==> config.mk <==
export PLATFORM = sky130hd
export DESIGN_NAME = newton_enable_scheduler
export DESIGN_NICKNAME = d
export VERILOG_FILES = /design/src/rtl/newton_sched_pkg.sv /design/src/rtl/newton_sched_cfg_regs.sv /design/src/rtl/newton_enable_scheduler.sv
export SDC_FILE = /design/constraint.sdc
export NUM_CORES = 1
export LEC_CHECK = 0
export CAP_MARGIN = 20
export CORE_UTILIZATION = 55
export CTS_CLUSTER_SIZE = 40
export DETAILED_ROUTE_END_ITERATION = 6
export PLACE_DENSITY = 0.82
export SLEW_MARGIN = 20
export SYNTH_ARGS = -nofsm -noshare
export SYNTH_HDL_FRONTEND = slang
export SYNTH_HIERARCHICAL = 1
export SYNTH_SLANG_ARGS = --single-unit
==> constraint.sdc <==
create_clock -name clk -period 10.5 [get_ports clk]
set_input_delay 1.05 -clock clk [delete_from_list [all_inputs] [get_ports clk]]
set_output_delay 1.05 -clock clk [all_outputs]
set_load 0.03 [all_outputs]
==> src/rtl/newton_sched_pkg.sv <==
// rtl/newton_sched_pkg.sv - shared constants, state codes and default schedule for the Newton enable scheduler
package newton_sched_pkg;

    localparam int NUM_EN          = 20;
    localparam int CNT_W           = 11;
    localparam int ADDR_W          = 5;
    localparam int DEFAULT_RUN_LEN = 70;

    localparam logic [1:0] ST_IDLE = 2'd0;
    localparam logic [1:0] ST_RUN  = 2'd1;
    localparam logic [1:0] ST_DONE = 2'd2;

    // Iteration 1: indices 0..5, iteration 2: 6..12, iteration 3: 13..19
    localparam int EN_ADD1_FIFO = 0;
    localparam int EN_MUL1      = 1;
    localparam int EN_ADD1      = 2;
    localparam int EN_MUL2_FIFO = 3;
    localparam int EN_MUL2      = 4;
    localparam int EN_ADD2      = 5;
    localparam int EN_DIV1_FIFO = 6;
    localparam int EN_DIV1      = 7;
    localparam int EN_MUL3_FIFO = 8;
    localparam int EN_MUL3      = 9;
    localparam int EN_ADD3_FIFO = 10;
    localparam int EN_ADD3      = 11;
    localparam int EN_ADD4      = 12;
    localparam int EN_DIV2_FIFO = 13;
    localparam int EN_DIV2      = 14;
    localparam int EN_MUL4_FIFO = 15;
    localparam int EN_MUL4      = 16;
    localparam int EN_ADD5_FIFO = 17;
    localparam int EN_ADD5      = 18;
    localparam int EN_ADD6      = 19;

    // Indices outside the table return all-ones, which keeps that enable off.
    function automatic int unsigned default_thr(input int idx);
        case (idx)
            0:  return 5;
            1:  return 6;
            2:  return 8;
            3:  return 8;
            4:  return 16;
            5:  return 17;
            6:  return 20;
            7:  return 31;
            8:  return 30;
            9:  return 35;
            10: return 36;
            11: return 39;
            12: return 40;
            13: return 44;
            14: return 55;
            15: return 54;
            16: return 57;
            17: return 57;
            18: return 63;
            19: return 64;
            default: return 32'hFFFF_FFFF;
        endcase
    endfunction

endpackage

==> src/rtl/newton_sched_cfg_regs.sv <==
// rtl/newton_sched_cfg_regs.sv - writable threshold table and run length with write-accept and error pulse
module newton_sched_cfg_regs
    import newton_sched_pkg::*;
#(
    parameter int NUM_EN_P = NUM_EN,
    parameter int CNT_W_P  = CNT_W,
    parameter int ADDR_W_P = ADDR_W
) (
    input  logic                         clk,
    input  logic                         asyn_reset,
    input  logic                         idle,
    input  logic                         cfg_we,
    input  logic [ADDR_W_P-1:0]          cfg_addr,
    input  logic [CNT_W_P-1:0]           cfg_wdata,
    output logic                         cfg_err,
    output logic [NUM_EN_P*CNT_W_P-1:0]  thr_flat,
    output logic [CNT_W_P-1:0]           run_len
);

    logic [CNT_W_P-1:0] thr_q [NUM_EN_P];
    logic [CNT_W_P-1:0] thr_d [NUM_EN_P];
    logic [CNT_W_P-1:0] run_len_q, run_len_d;
    logic               cfg_err_q, cfg_err_d;
    logic               addr_ok;

    always_comb begin
        thr_d     = thr_q;
        run_len_d = run_len_q;
        cfg_err_d = 1'b0;
        addr_ok   = (cfg_addr <= ADDR_W_P'(NUM_EN_P));
        if (cfg_we) begin
            if (idle && addr_ok) begin
                if (cfg_addr == ADDR_W_P'(NUM_EN_P)) begin
                    run_len_d = cfg_wdata;
                end
                for (int i = 0; i < NUM_EN_P; i++) begin
                    if (cfg_addr == ADDR_W_P'(i)) begin
                        thr_d[i] = cfg_wdata;
                    end
                end
            end else begin
                cfg_err_d = 1'b1;
            end
        end
    end

    always_ff @(posedge clk or posedge asyn_reset) begin
        if (asyn_reset) begin
            for (int i = 0; i < NUM_EN_P; i++) begin
                thr_q[i] <= CNT_W_P'(default_thr(i));
            end
            run_len_q <= CNT_W_P'(DEFAULT_RUN_LEN);
            cfg_err_q <= 1'b0;
        end else begin
            thr_q     <= thr_d;
            run_len_q <= run_len_d;
            cfg_err_q <= cfg_err_d;
        end
    end

    always_comb begin
        thr_flat = '0;
        for (int i = 0; i < NUM_EN_P; i++) begin
            thr_flat[i*CNT_W_P +: CNT_W_P] = thr_q[i];
        end
    end

    assign run_len = run_len_q;
    assign cfg_err = cfg_err_q;

endmodule

==> src/rtl/newton_enable_scheduler.sv <==
// rtl/newton_enable_scheduler.sv - run counter and threshold compare driving Newton datapath enables; NEWTON_SCHED_STALL_EN adds a stall input
module newton_enable_scheduler
    import newton_sched_pkg::*;
#(
    parameter int NUM_EN_P = NUM_EN,
    parameter int CNT_W_P  = CNT_W,
    parameter int ADDR_W_P = ADDR_W
) (
    input  logic                 clk,
    input  logic                 asyn_reset,
    input  logic                 start,
    input  logic                 abort,
`ifdef NEWTON_SCHED_STALL_EN
    input  logic                 stall,
`endif
    input  logic                 cfg_we,
    input  logic [ADDR_W_P-1:0]  cfg_addr,
    input  logic [CNT_W_P-1:0]   cfg_wdata,
    output logic                 cfg_err,
    output logic [NUM_EN_P-1:0]  en,
    output logic                 busy,
    output logic                 done,
    output logic [CNT_W_P-1:0]   cnt
);

    logic [1:0]                  state_q, state_d;
    logic [CNT_W_P-1:0]          cnt_q, cnt_d;
    logic [NUM_EN_P-1:0]         en_q, en_d;
    logic                        done_q, done_d;
    logic [NUM_EN_P*CNT_W_P-1:0] thr_flat;
    logic [CNT_W_P-1:0]          run_len;
    logic                        stall_act;

`ifdef NEWTON_SCHED_STALL_EN
    assign stall_act = stall;
`else
    assign stall_act = 1'b0;
`endif

    newton_sched_cfg_regs #(
        .NUM_EN_P (NUM_EN_P),
        .CNT_W_P  (CNT_W_P),
        .ADDR_W_P (ADDR_W_P)
    ) u_cfg_regs (
        .clk        (clk),
        .asyn_reset (asyn_reset),
        .idle       (state_q == ST_IDLE),
        .cfg_we     (cfg_we),
        .cfg_addr   (cfg_addr),
        .cfg_wdata  (cfg_wdata),
        .cfg_err    (cfg_err),
        .thr_flat   (thr_flat),
        .run_len    (run_len)
    );

    // Abort outranks stall and end-of-run; the compare uses the pre-increment count.
    always_comb begin
        state_d = state_q;
        cnt_d   = cnt_q;
        en_d    = en_q;
        done_d  = 1'b0;
        case (state_q)
            ST_IDLE: begin
                en_d = '0;
                if (start) begin
                    state_d = ST_RUN;
                    cnt_d   = '0;
                end
            end
            ST_RUN: begin
                if (abort) begin
                    state_d = ST_IDLE;
                    en_d    = '0;
                end else if (stall_act) begin
                    en_d = '0;
                end else if (cnt_q == run_len) begin
                    state_d = ST_DONE;
                    en_d    = '0;
                    done_d  = 1'b1;
                end else begin
                    if (cnt_q != {CNT_W_P{1'b1}}) begin
                        cnt_d = cnt_q + CNT_W_P'(1);
                    end
                    for (int i = 0; i < NUM_EN_P; i++) begin
                        en_d[i] = (cnt_q > thr_flat[i*CNT_W_P +: CNT_W_P]);
                    end
                end
            end
            ST_DONE: begin
                state_d = ST_IDLE;
                en_d    = '0;
            end
            default: begin
                state_d = ST_IDLE;
                en_d    = '0;
            end
        endcase
    end

    always_ff @(posedge clk or posedge asyn_reset) begin
        if (asyn_reset) begin
            state_q <= ST_IDLE;
            cnt_q   <= '0;
            en_q    <= '0;
            done_q  <= 1'b0;
        end else begin
            state_q <= state_d;
            cnt_q   <= cnt_d;
            en_q    <= en_d;
            done_q  <= done_d;
        end
    end

    assign en   = en_q;
    assign busy = (state_q != ST_IDLE);
    assign done = done_q;
    assign cnt  = cnt_q;

endmodule
Yosys cells after proc, flatten, opt, wreduce, memory -nomap -nowiden
Index checks and enable logic that the tools add are counted.

Memories: 0. Logic and storage cells: 121. Memory bits (read-only): 0. Output and inout bits: 34. Input bits: 21. Bits in latches: 0. Flip-flop bits (word level): 266. Bits in writable memories: 0.

$mul: 0. Add/subtract/negate cells: 1. Div/mod/pow operators: 0. Mux-type cells: 17. Shifts and indexed selects: 0. Bitwise operators: 0. Eq/ne operators: 28. Order comparisons: 21. Reduce and logical (&&, ||, !) cells: 28.

Operators with widths (count): $gt A11 B11 Y1 (20); $reduce_and A3 Y1 (21); $mux W20 (3); $mux W11 (4); $eq A5 B4 Y1 const B (8); $eq A5 B5 Y1 const B (5); $pmux W11 S2 (1); $eq A5 B3 Y1 const B (4); $add A11 B1 Y11 const B (1); $eq A11 B11 Y1 (1); $ne A11 B11 Y1 const B (1); $eq A5 B2 Y1 const B (2); $ne A2 B2 Y1 const B (4); $mux W2 (3); $eq A5 B1 Y1 const B (1); $le A5 B5 Y1 const B (1); $logic_not A5 Y1 (1); $mux W1 (5); $reduce_and A5 Y1 (1); $pmux W2 S2 (1); $reduce_bool A2 Y1 (2); $ne A3 B3 Y1 const B (1); $eq A2 B1 Y1 const B (1); $logic_not A2 Y1 (1); other kinds (2) (2).

Logic depth before layout (Yosys ltp)
Gate-level depths: netlist of run 1.

Depth in word-level cells: 5. Depth in mapped cells: 7. Gate-level depth less buffers: 7.

By module
The synthesis of run 1 kept the hierarchy.

By module, submodules not included: newton_sched_cfg_regs (cells an instance 546, area each 8967.4 um^2, times used 1, seq. area each 5881.9 um^2); newton_enable_scheduler (cells an instance 872, area each 6981.7 um^2, times used 1, seq. area each 850.8 um^2).

Worst setup path after synthesis of run 1
No wires, ideal clock.

Path kind: input port to flip-flop. From: input port cfg_addr[0]. To: register u_cfg_regs.thr_q, in the netlist u_cfg_regs/thr_flat[110]. Library setup time: 0.125 ns. Path slack: 8.095 ns. Cell stages on the path: 5. Path buffers: 2. Arrival: 2.280 ns. Cell sequence: buf_2 -> and4bb_2 -> and4b_1 -> buf_2 -> mux2_2.

Cells in the longest elaborated chain, start to end: 3.

RTL lines: from (decl) (line newton_enable_scheduler.sv:17) `input logic [ADDR_W_P-1:0] cfg_addr,`; $le A5 B5 Y1 (line newton_sched_cfg_regs.sv:30) `addr_ok = (cfg_addr <= ADDR_W_P'(NUM_EN_P));`; $logic_and A1 B1 Y1 (line newton_sched_cfg_regs.sv:32) `if (idle && addr_ok) begin`; $reduce_and A3 Y1 (no source line) (*); to (signal, indexed assignment) (line newton_sched_cfg_regs.sv:50) `thr_q[i] <= CNT_W_P'(default_thr(i));`; to (signal assigned) (line newton_sched_cfg_regs.sv:55) `thr_q <= thr_d;`; to (decl) (line newton_sched_cfg_regs.sv:20) `logic [CNT_W_P-1:0] thr_q [NUM_EN_P];`.

Mark *: on every way between the ends. The rest lies on a longest branch, timed or not. A chain may end at the register's enable or synchronous reset.

Worst setup path after layout of run 1
From: register cnt_q[3], in the netlist cnt[3]. To: output port cnt[3].

RTL lines: from (decl) (line newton_enable_scheduler.sv:27) `logic [CNT_W_P-1:0] cnt_q, cnt_d;`; from (signal assigned) (line newton_enable_scheduler.sv:108) `cnt_q <= cnt_d;`; to (decl) (line newton_enable_scheduler.sv:23) `output logic [CNT_W_P-1:0] cnt`.

No word-level cell between the ends.

==> results.tsv, run 1 <==
metric	value	unit
status	completed	
Post-DP HPWL	23200	microns
WP data required	9450	ps
worst vdd ir	146	uV
hold path startpoint	u_cfg_regs/thr_flat[49]	
R2R Path Start	state_q[1]	
worst slew pin tran	980	ps
wire length of the first global-routing pass	60600	microns
Multi-input gate area	8130	sq um
CTS resizes	0	
CTS sink count	266	
Slew Limit Fails	0	
Hold Buf Count CTS	0	
post-synthesis instance total	1418	
EDFF count, synth	0	
top post-synthesis cells by area	dfrtp_1 32%, ha_1 17%, mux2_2 16%	
clock insertion delay at the later pin of the skew report	560	ps
DRC Markers	0	
Die Span X	172	microns
most common flop cell mapped by yosys	dfrtp_1	
Total GRT Usage	27.0	%
PortBufs	54	
initial core utilization	56.6	%
htree depth	1	
core area	28200	sq um
Crit. End Element	output pin	
Placed Cells	1826	
share of layout cells above drive strength 1	26.1	%
R2R cell count	4	
routed wire length per instance	20.4	microns
TritonCTS clock tree	done	
Mapped Area	15900	sq um
Worst Setup Start Kind	register	
fillcell total	2111	
class of the worst hold path	reg -> reg	
num rows	61	
clk root buf	clkbuf_16	
type of the worst setup path	reg -> out	
post-synth net total	1660	
number of global-route vias before repair	11300	
top-count cell post-synth	mux2_2	
clock-pin slew of the registers on the worst-case setup and hold paths	70	ps
CTS Buf Count	30	
n_diodes	0	
Synth Area per Inst	11.2	sq um
post-synth top area share	32.2	%
RSZ-0062 raised after global routing	false	
I/O Pins	55	
Layout Cells excl Fill	1882	
Yosys top cell by area	dfrtp_1	
Hold Vio Cnt, Final	0	
DR vias/cell	5.84	
final net count	1722	
Yosys Warn Count	6	
initial drt markers	729	
Area Growth Syn to Fin	13.0	%
Bufs on Longest Clock Path	3	
period utilisation layout	34.3	%
1st-pass router iterations	5	
Critical Path Source	cnt[3]	
minimum clock period	3600	ps
drt total wl	38500	microns
Yosys reg bits	266	
Post-CTS Setup Inserts	0	
routed vias	11000	
CP max FO	15	
pwr/cell area	245	nW/um^2
Leak	8.80	nW
register area share after synthesis	42.2	%
largest net degree at the start of global routing	153	
hold depth	1	
setup violators final	0	
chip height	172	microns
post-route ant nets	0	
setup TNS	0	ps
GP Congestion	0.818	
Maximum Capacitance Violations	0	
post-synthesis cell type count	60	
CP arrival	2550	ps
FF/Latch Area	6730	sq um
Worst slew margin	34.7	%
ys async rst share	100	%
Synth top cells by count	231 x mux2_2, 229 x inv_1, 221 x ha_1	
antenna violations before repair	0	
skew final	10.8	ps
die area	29700	sq um
grt ovf	0	
Fmax	278	MHz
## kinds of logic after synthesis
kind of cell | after synthesis | share of synthesized area, %
AO/OA/AOI/OAI | 200 | 8.39
adder cells (fa/ha/maj) | 221 | 17.3
AND/OR/NAND/NOR | 210 | 8.14
XOR/XNOR | 11 | 0.651
flip-flops | 266 | 42.2
buffers and inverters | 277 | 6.83
multiplexers | 233 | 16.4
## placed cells by master, fill, tap and decap left out, types with 5 or more instances in the layout
cell type        count
clkdlybuf4s50_1     53
dfrtp_1            205
nand3_1             27
mux2_2             231
clkinvlp_4           5
nor2b_1             43
buf_4               24
and4_1              15
a211oi_1            17
nor2_1              26
clkbuf_8            10
ha_1               221
o21ai_0             23
nor3_1               5
clkbuf_16           31
and3_1               9
o31ai_1             18
nand4_1             25
and2_1              15
o21a_1               5
nand2_1             23
a21oi_1             57
inv_1              227
dfstp_2             61
a21o_1              54
xnor2_1             10
## worst paths after layout
kind | endpoint | slack [ps]
min in group asynchronous | u_cfg_regs/thr_flat[96] | 1070
min | u_cfg_regs/thr_flat[49] | 500
max | cnt[3] | 6900
min reg2reg | u_cfg_regs/thr_flat[49] | 500
max reg2reg | u_cfg_regs/thr_flat[42] | 7720
max in group asynchronous | u_cfg_regs/thr_flat[168] | 7850
## sequential cells by signal (all words and copies together), names as in the netlist
signal	cells
cnt	11
done	1
en	20
state_q	2
u_cfg_regs/cfg_err	1
u_cfg_regs/run_len	11
u_cfg_regs/thr_flat	220
## metrics by stage
step	worst slack, ps	hold slack [ps]	util [%]	total power, mW	cell area, sq um
finish	6900	504	64.0	4.41	18000
global route	6860	510	64.0	4.71	18000
floorplan	3190	479	-	2.76	15900
global placement	7050	487	60.1	3.14	16900
CTS	6900	506	64.0	4.42	18000
detailed placement	7020	493	60.1	3.27	16900
## final cells by class
type	count	area share (%)
Clock buffer	44	5.13
Clock inverter	12	0.958
Inverter	229	4.84
Timing Repair Buffer	78	3.97
Tap cell	378	2.62
Multi-Input combinational cell	875	45.1
Sequential cell	266	37.4
## per-layer routing
layer	up-vias	track usage (%)	wire, microns
li1	5056	-	-
met1	5544	36.3	17100
met2	320	45.5	18200
met3	77	3.62	2140
met4	0	8.00	1010
met5	-	0	0
## worst max-delay path: stages, from the launching register on
cell and delay [ps]:
dfrtp_1 790, buf_4 440, clkdlybuf4s50_1 740
## report_power, final
part           internal, mW  switching [mW]
combinational         0.822           0.965
clock                 0.705           0.427
sequential             1.34           0.147
total                  2.87            1.54
Note: power is estimated with default switching activity, not from simulation.
==> inputs of run 2 (changes only) <==
- clock period: 10.5 -> 3.65 ns (I/O delays scaled with it)
==> results.tsv, run 2 (synthesis results as in run 1) <==
metric	value	unit	change
status	completed		
skew final	9.66	ps	-1.11 ps
die area	29700	sq um	unchanged
post-route ant nets	0		unchanged
minimum clock period	3060	ps	
most frequent cells in the layout	231 x mux2_2, 227 x inv_1, 221 x ha_1, 205 x dfrtp_1, 61 x dfstp_2		
class of the worst hold path	in -> async		
PnR worst setup slack	588	ps	-6310 ps
initial drt markers	650		-11%
Hold Vio Cnt, Final	0		unchanged
fin area	18000	sq um	-0.18%
DRC Markers	0		unchanged
final net count	1734		+0.70%
Bufs on Longest Clock Path	3		unchanged
I/O Pins	55		unchanged
Total GRT Usage	28.2	%	+1.2 points
GP Congestion	0.840		+2.7%
Die Span X	172	microns	unchanged
routed vias	11100		+0.55%
Fmax	327	MHz	
Hold Buf Count CTS	0		unchanged
Critical Path Source	cnt[3]		
Leak	8.81	nW	+0.14%
setup violators final	0		unchanged
Worst setup endpoint	cnt[3]		
reg2reg end	u_cfg_regs/thr_flat[186]		
WP data required	3280	ps	-6170 ps
DR vias/cell	5.84		about the same
Area Growth Syn to Fin	12.8	%	
FF-to-FF setup slack	900	ps	-6820 ps
period utilisation layout	83.9	%	
pwr/cell area	687	nW/um^2	+180%
CTS Buf Count	29		-3.3%
clock insertion delay at the later pin of the skew report	550	ps	about the same
total chip power	12.4	mW	+180%
max reg flops	220		unchanged
clk root buf	clkbuf_16		
num rows	61		unchanged
Max stage delay on crit path	950	ps	+160 ps
Slowest-stage cell, CP	dfrtp_1		
n_diodes	0		unchanged
core area	28200	sq um	unchanged
Slew Limit Fails	0		unchanged
Post-DP HPWL	25200	microns	+8.4%
CP arrival	2700	ps	+150 ps
setup TNS	0	ps	unchanged
TritonCTS clock tree	done		
number of global-route vias before repair	11700		+3.4%
worst vdd ir	436	uV	+200%
wire length of the first global-routing pass	63100	microns	+4.2%
routed wire length per instance	21.0	microns	+2.6%
Crit. End Element	output pin		
type of the worst setup path	reg -> out		
drt total wl	39700	microns	+3.2%
grt ovf	0		unchanged
Cell Chain, Critical Path	buf_4, clkdlybuf4s50_1		
CP delay by family, top	buffers and inverters		
worst path bufs/invs	2		unchanged
share of layout cells above drive strength 1	26.3	%	+0.14 points
PortBufs	54		unchanged
Worst Setup Start Kind	register		
Maximum Capacitance Violations	0		unchanged
CP max FO	16		+1
1st-pass router iterations	5		unchanged
Post-CTS Setup Inserts	0		unchanged
antenna violations before repair	0		unchanged
clock-pin slew of the registers on the worst-case setup and hold paths	60	ps	about the same
largest net degree at the start of global routing	69		-55%
pre-CTS setup slack	912	ps	-6100 ps
fillcell total	2130		+0.90%
Worst path depth	2		unchanged
R2R Path Start	state_q[1]		
RSZ-0062 raised after global routing	false		
CTS sink count	266		unchanged
CTS resizes	0		unchanged
initial core utilization	56.6	%	unchanged
htree depth	1		unchanged
worst slew pin tran	1020	ps	+44.9 ps
chip height	172	microns	unchanged
most common cell after layout, fill and taps aside	mux2_2		
R2R cell count	4		unchanged
placed inst area	17100	sq um	+0.81%
Worst slew margin	31.7	%	-3.0 points
-- run 2: area by class of cell --
class                      count  area [sq um]  share of cell area (%)
clock inverter                 7          38.8                   0.216
tap                          378           473                    2.63
clock buffer                  47           893                    4.97
multi-input combinational    875          8130                    45.2
inverter                     229           865                    4.81
timing repair buffer          91           856                    4.76
sequential                   266          6730                    37.4
-- run 2: worst min path at each step --
stage,to,slack (ps)
final,en[2],360
after global routing,en[2],430
after CTS,u_cfg_regs/thr_flat[24],400
after detailed placement,u_cfg_regs/thr_flat[161],490
after global placement,u_cfg_regs/thr_flat[69],490
after floorplan,u_cfg_regs/thr_flat[131],480
-- run 2: through the flow --
step / utilization [%] / instances / hold slack (ps)
5_1_grt: 63.9 / 1893 / 429
3_5_place_dp: 60.5 / 1839 / 493
2_1_floorplan: - / 1418 / 479
6_report: 63.9 / 1893 / 365
4_1_cts: 63.9 / 1893 / 400
3_3_place_gp: 60.5 / 1839 / 488
-- run 2: report_power, final --
part           total (mW)  internal, mW  switching, mW
Clock                2.85          1.66           1.19
Combinational        5.14          2.40           2.74
Sequential           4.37          3.86          0.505
Total                12.4          7.92           4.43
-- run 2: layer usage --
layer  part of all wire (%)  GRT usage [%]
met5                      0              0
met4                    3.3           11.2
met2                     50           48.9
met3                    4.8           3.46
met1                     42           35.7
==> inputs of run 3 (changes only) <==
- clock period: 3.65 -> 3.2 ns (I/O delays scaled with it)
==> results.tsv, run 3 (synthesis results as in run 1) <==
metric	value	unit	change
pre-CTS setup slack	619	ps	-293 ps
Worst slew margin	34.2	%	+2.6 points
R2R Path Start	cnt[6]		
combinational power share	41.7	%	about the same
most frequent cells in the layout	231 x mux2_2, 227 x inv_1, 221 x ha_1, 205 x dfrtp_1, 61 x dfstp_2		
core area	28200	sq um	unchanged
Hold Buf Count CTS	0		unchanged
clk root buf	clkbuf_16		
initial core utilization	56.6	%	unchanged
GP Congestion	0.839		-0.12%
minimum clock period	2830	ps	
drt total wl	38900	microns	-2.0%
Leak	8.87	nW	+0.68%
pwr/cell area	779	nW/um^2	+13%
setup TNS	0	ps	unchanged
CP arrival	2510	ps	-190 ps
worst vdd ir	499	uV	+14%
sw frac	35.5	%	-0.34 points
largest net degree at the start of global routing	65		-5.8%
Sw Pwr	5.01	mW	+13%
worst slew pin tran	985	ps	-40.0 ps
Die Span X	172	microns	unchanged
type of the worst setup path	reg -> out		
die area	29700	sq um	unchanged
number of global-route vias before repair	11400		-2.1%
PortBufs	54		unchanged
Slew Limit Fails	0		unchanged
RSZ-0062 raised after global routing	false		
FF/Latch Area	6730	sq um	unchanged
CTS sink count	266		unchanged
TritonCTS clock tree	done		
share of layout cells above drive strength 1	26.8	%	+0.52 points
Multi-input gate area	8130	sq um	unchanged
chip height	172	microns	unchanged
Slowest-stage cell, CP	dfrtp_1		
Crit. End Element	output pin		
Hold Vio Cnt, Final	0		unchanged
R2R cell count	7		+3
wire length of the first global-routing pass	61000	microns	-3.3%
Critical Path Source	cnt[2]		
post-route ant nets	0		unchanged
I/O Pins	55		unchanged
CP max FO	12		-4
clock-pin slew of the registers on the worst-case setup and hold paths	60	ps	about the same
clock insertion delay at the later pin of the skew report	540	ps	about the same
Bufs on Longest Clock Path	3		unchanged
DR vias/cell	5.81		-0.49%
routed wire length per instance	20.5	microns	-2.4%
Max stage delay on crit path	900	ps	-50 ps
period utilisation layout	88.3	%	
Area Growth Syn to Fin	13.5	%	
Maximum Capacitance Violations	0		unchanged
status	completed		
Post-CTS Setup Inserts	0		unchanged
Fmax	354	MHz	
max reg flops	220		unchanged
CTS resizes	0		unchanged
setup violators final	0		unchanged
internal power	9.09	mW	+15%
clock share of power	23.1	%	about the same
Post-DP HPWL	25400	microns	+0.98%
Total GRT Usage	27.3	%	-0.86 points
skew final	10.8	ps	+1.13 ps
1st-pass router iterations	6		+1
initial drt markers	765		+18%
antenna violations before repair	0		unchanged
htree depth	1		unchanged
Reg power frac	35.2	%	-0.2 points
DRC Markers	0		unchanged
Cell Chain, Critical Path	buf_4, clkdlybuf4s50_1		
final net count	1743		+0.52%
class of the worst hold path	in -> async		
grt ovf	0		unchanged
WP data required	2880	ps	-400 ps
PnR worst setup slack	373	ps	-215 ps
most common cell after layout, fill and taps aside	mux2_2		
Worst Setup Start Kind	register		
n_diodes	0		unchanged
fillcell total	2085		-2.1%
num rows	61		unchanged
CTS Buf Count	29		unchanged
routed vias	11000		-0.072%
==> run 3: path summary, 6_finish.rpt <==
| kind | end | slack, ps |
|---|---|---|
| worst min register to register | u_cfg_regs/thr_flat[75] | 500 |
| max in group asynchronous | u_cfg_regs/thr_flat[203] | 2150 |
| worst max register to register | en[9] | 740 |
| worst max-delay path | cnt[2] | 370 |
| worst min-delay path | u_cfg_regs/thr_flat[24] | 260 |
| min in group clk | u_cfg_regs/thr_flat[75] | 500 |
==> run 3: final cells by class <==
class / count / area share (%)
Sequential cell: 266 / 37.2
Clock buffer: 39 / 4.44
Inverter: 229 / 4.77
Multi-Input combinational cell: 875 / 44.9
Clock inverter: 14 / 0.678
Tap cell: 378 / 2.61
Timing Repair Buffer: 100 / 5.38
==> run 3: worst max-delay path, delay by kind of cell (launching register included) <==
family                 cells  cell delay [ps]
buffers and inverters      2             1060
flip-flops                 1              900
==> run 3: power groups by stage <==
stage,sequential [mW],combinational [mW],clock (mW)
floorplan,5.15,3.91,0
CTS,4.95,5.88,3.30
detailed placement,5.00,5.81,0
global route,5.07,6.59,3.43
finish,4.96,5.89,3.25
global placement,4.96,5.49,0
==> run 3: metrics by stage <==
stage                     cell area [sq um]  hold WS, ps  util, %  std cells  total power, mW
after floorplan                       16000          462        -       1418             9.06
after global placement                17200          487     61.0       1848             10.4
after detailed placement              17200          493     61.0       1848             10.8
after CTS                             18100          269     64.2       1901             14.1
after global routing                  18100          298     64.2       1901             15.1
final                                 18100          262     64.2       1901             14.1
==> run 3: per-layer routing <==
metal  wire, microns  global-route usage, %  vias up  part of all wire (%)
met2           18600                   45.8      302                    48
met1           16900                   36.0     5527                    43
met3            2030                   3.52      108                   5.2
li1                -                      -     5112                     -
met4            1400                   10.4        0                   3.6
met5               0                      0        -                     0
==> edit (settings of run 2) <==
Put a register stage on the output `cfg_err`. The value now appears one clock later. The other outputs are not delayed to match.
--- a/src/rtl/newton_enable_scheduler.sv
+++ b/src/rtl/newton_enable_scheduler.sv
@@ -24,2 +24,4 @@
 );
+
+    logic cfg_err_c;
 
@@ -50,3 +52,3 @@
         .cfg_wdata  (cfg_wdata),
-        .cfg_err    (cfg_err),
+        .cfg_err    (cfg_err_c),
         .thr_flat   (thr_flat),
@@ -118,2 +120,6 @@
 
+    always_ff @(posedge clk) begin
+        cfg_err <= cfg_err_c;
+    end
+
 endmodule
Function: changed (a bounded check fails within 4 cycles, from zero or initial values and one cycle with asyn_reset high).
==> edit against run 2 <==
Global-route usage shrank 1.5 points; core utilization decreased by 1.0 points; clock skew grew 0.0059 ns; sequential cell count grew 1; cell area about the same; clock power increased by 2%; critical endpoint is now cnt[5]; final cell count up 0.26%; routed wire length decreased by 3.6%; setup slack better by 0.30 ns; total power shrank 0.15%; area after synthesis is 0.13% higher; critical path depth unchanged.
==> edit: results (changes against run 2) <==
synth:
  seq_area_frac_synth: 0.423  # +0.000724
  ys_warn_count: 6  # unchanged
  synth_cell_types: 61  # +1.7%
  async_flop_share: 0.996  # -0.00375
  synth_area_leaders: "dfrtp_1 32%, ha_1 17%, mux2_2 16%"
clock_network:
  cts_setup_buffers: 0  # unchanged
  cts.path.max_buffers: 3  # unchanged
  cts_htree_levels: 1  # unchanged
  cts_made_buffers: 29  # unchanged
critical_path:
  r2r_setup_slack_ns: 1.06  # +0.16 ns
  crit_start: "cnt[5]$_DFFE_PP0P_"
  path_max_fanout: 12  # -4
  arrival_ns: 2.40  # -0.30 ns
global_route:
  antenna_found_initial: 4  # +4
  grt_use_met3: 0.0433  # +0.00870
  grt_max_degree: 118  # +71%
  grt_pass1_wl_mm: 59.9  # -5.0%
  grt_usage: 0.267  # -0.0146
  use_met1: 0.353  # -0.00370
  grtUsageMet2: 0.444  # -0.0452
layout:
  layout-drive-gt1-share: 0.262  # -0.000628
  final_nets: 1730  # -0.23%
  nFillCells: 2177  # +2.2%
routing:
  drt_first_pass_iters: 5  # unchanged
  initialDrtViolationCount: 621  # -4.5%
  wl_per_cell_um: 20.2  # -3.9%
  vias: 10983  # -0.67%
place:
  pre_cts_ws_ns: 0.980  # +0.0681 ns
  io_buffers: 54  # unchanged
  place_congestion: 0.832  # -0.98%
  place.detailed.hpwl_mm: 23.7  # -5.7%
sta:
  drv_slew: 0  # unchanged
  setup_ws_ns: 0.887  # +0.300 ns
  skew_ns: 0.0155  # +0.00585 ns
  relSlewSlack: 0.317  # +0.000473
power:
  peakVddDrop_mv: 0.397  # -8.9%
  p_leak_nw: 8.80  # -0.15%
outcome:
  status: "completed"
## edit: layout make-up
cell class,count,area (um^2),share of cell area
Sequential cell,267,6750,0.375
Antenna cell,3,7.51,0.000417
Multi-Input combinational cell,875,8130,0.452
Tap cell,384,480,0.0267
Clock inverter,10,85.1,0.00473
Timing Repair Buffer,86,808,0.0449
Clock buffer,44,862,0.0479
Inverter,229,863,0.0480
## edit: worst paths after layout
check / to
worst max register to register: u_cfg_regs/thr_flat[196]$_DFFE_PP0P_
min in group clk: cfg_err$_DFF_P_
worst min register to register: cfg_err$_DFF_P_
worst min-delay path: en[2]$_DFF_PP0_
max in group asynchronous: u_cfg_regs/thr_flat[157]$_DFFE_PP0P_
worst max-delay path: cnt[5]
## edit: critical path, cell delays in order (launching register included)
cell and delay [ns]:
dfrtp_1 0.71, buf_4 0.37, clkdlybuf4s50_1 0.75
## edit: per-stage QoR
stage	utilization	instance area, um^2	std cells	hold WS (ns)
floorplan	-	16000	1419	0.324
global placement	0.595	17000	1840	0.326
detailed placement	0.594	17000	1840	0.332
CTS	0.628	18000	1894	0.347
global route	0.628	18000	1896	0.219
finish	0.628	18000	1898	0.183
## edit: metal layers
metal | share of wire | vias up
met5 | 0 | -
met4 | 0.031 | 0
met3 | 0.056 | 88
met2 | 0.47 | 289
met1 | 0.44 | 5515
li1 | - | 5091
## edit: cells by family (layout without fill, tap and decap cells)
group                    count (synthesis)  in the layout  synth area share
buffers and inverters                  277            369            0.0682
multiplexers                           233            233             0.164
AND/OR/NAND/NOR                        210            210            0.0813
adder cells (fa/ha/maj)                221            221             0.173
other                                    0              3                 0
XOR/XNOR                                11             11           0.00650
flip-flops                             267            267             0.423
AO/OA/AOI/OAI                          200            200            0.0838
## edit: power breakdown
group / leakage, nW / internal, mW / switching [mW]
clock: 0.470 / 1.70 / 1.20
combinational: 4.95 / 2.39 / 2.72
sequential: 3.37 / 3.87 / 0.449
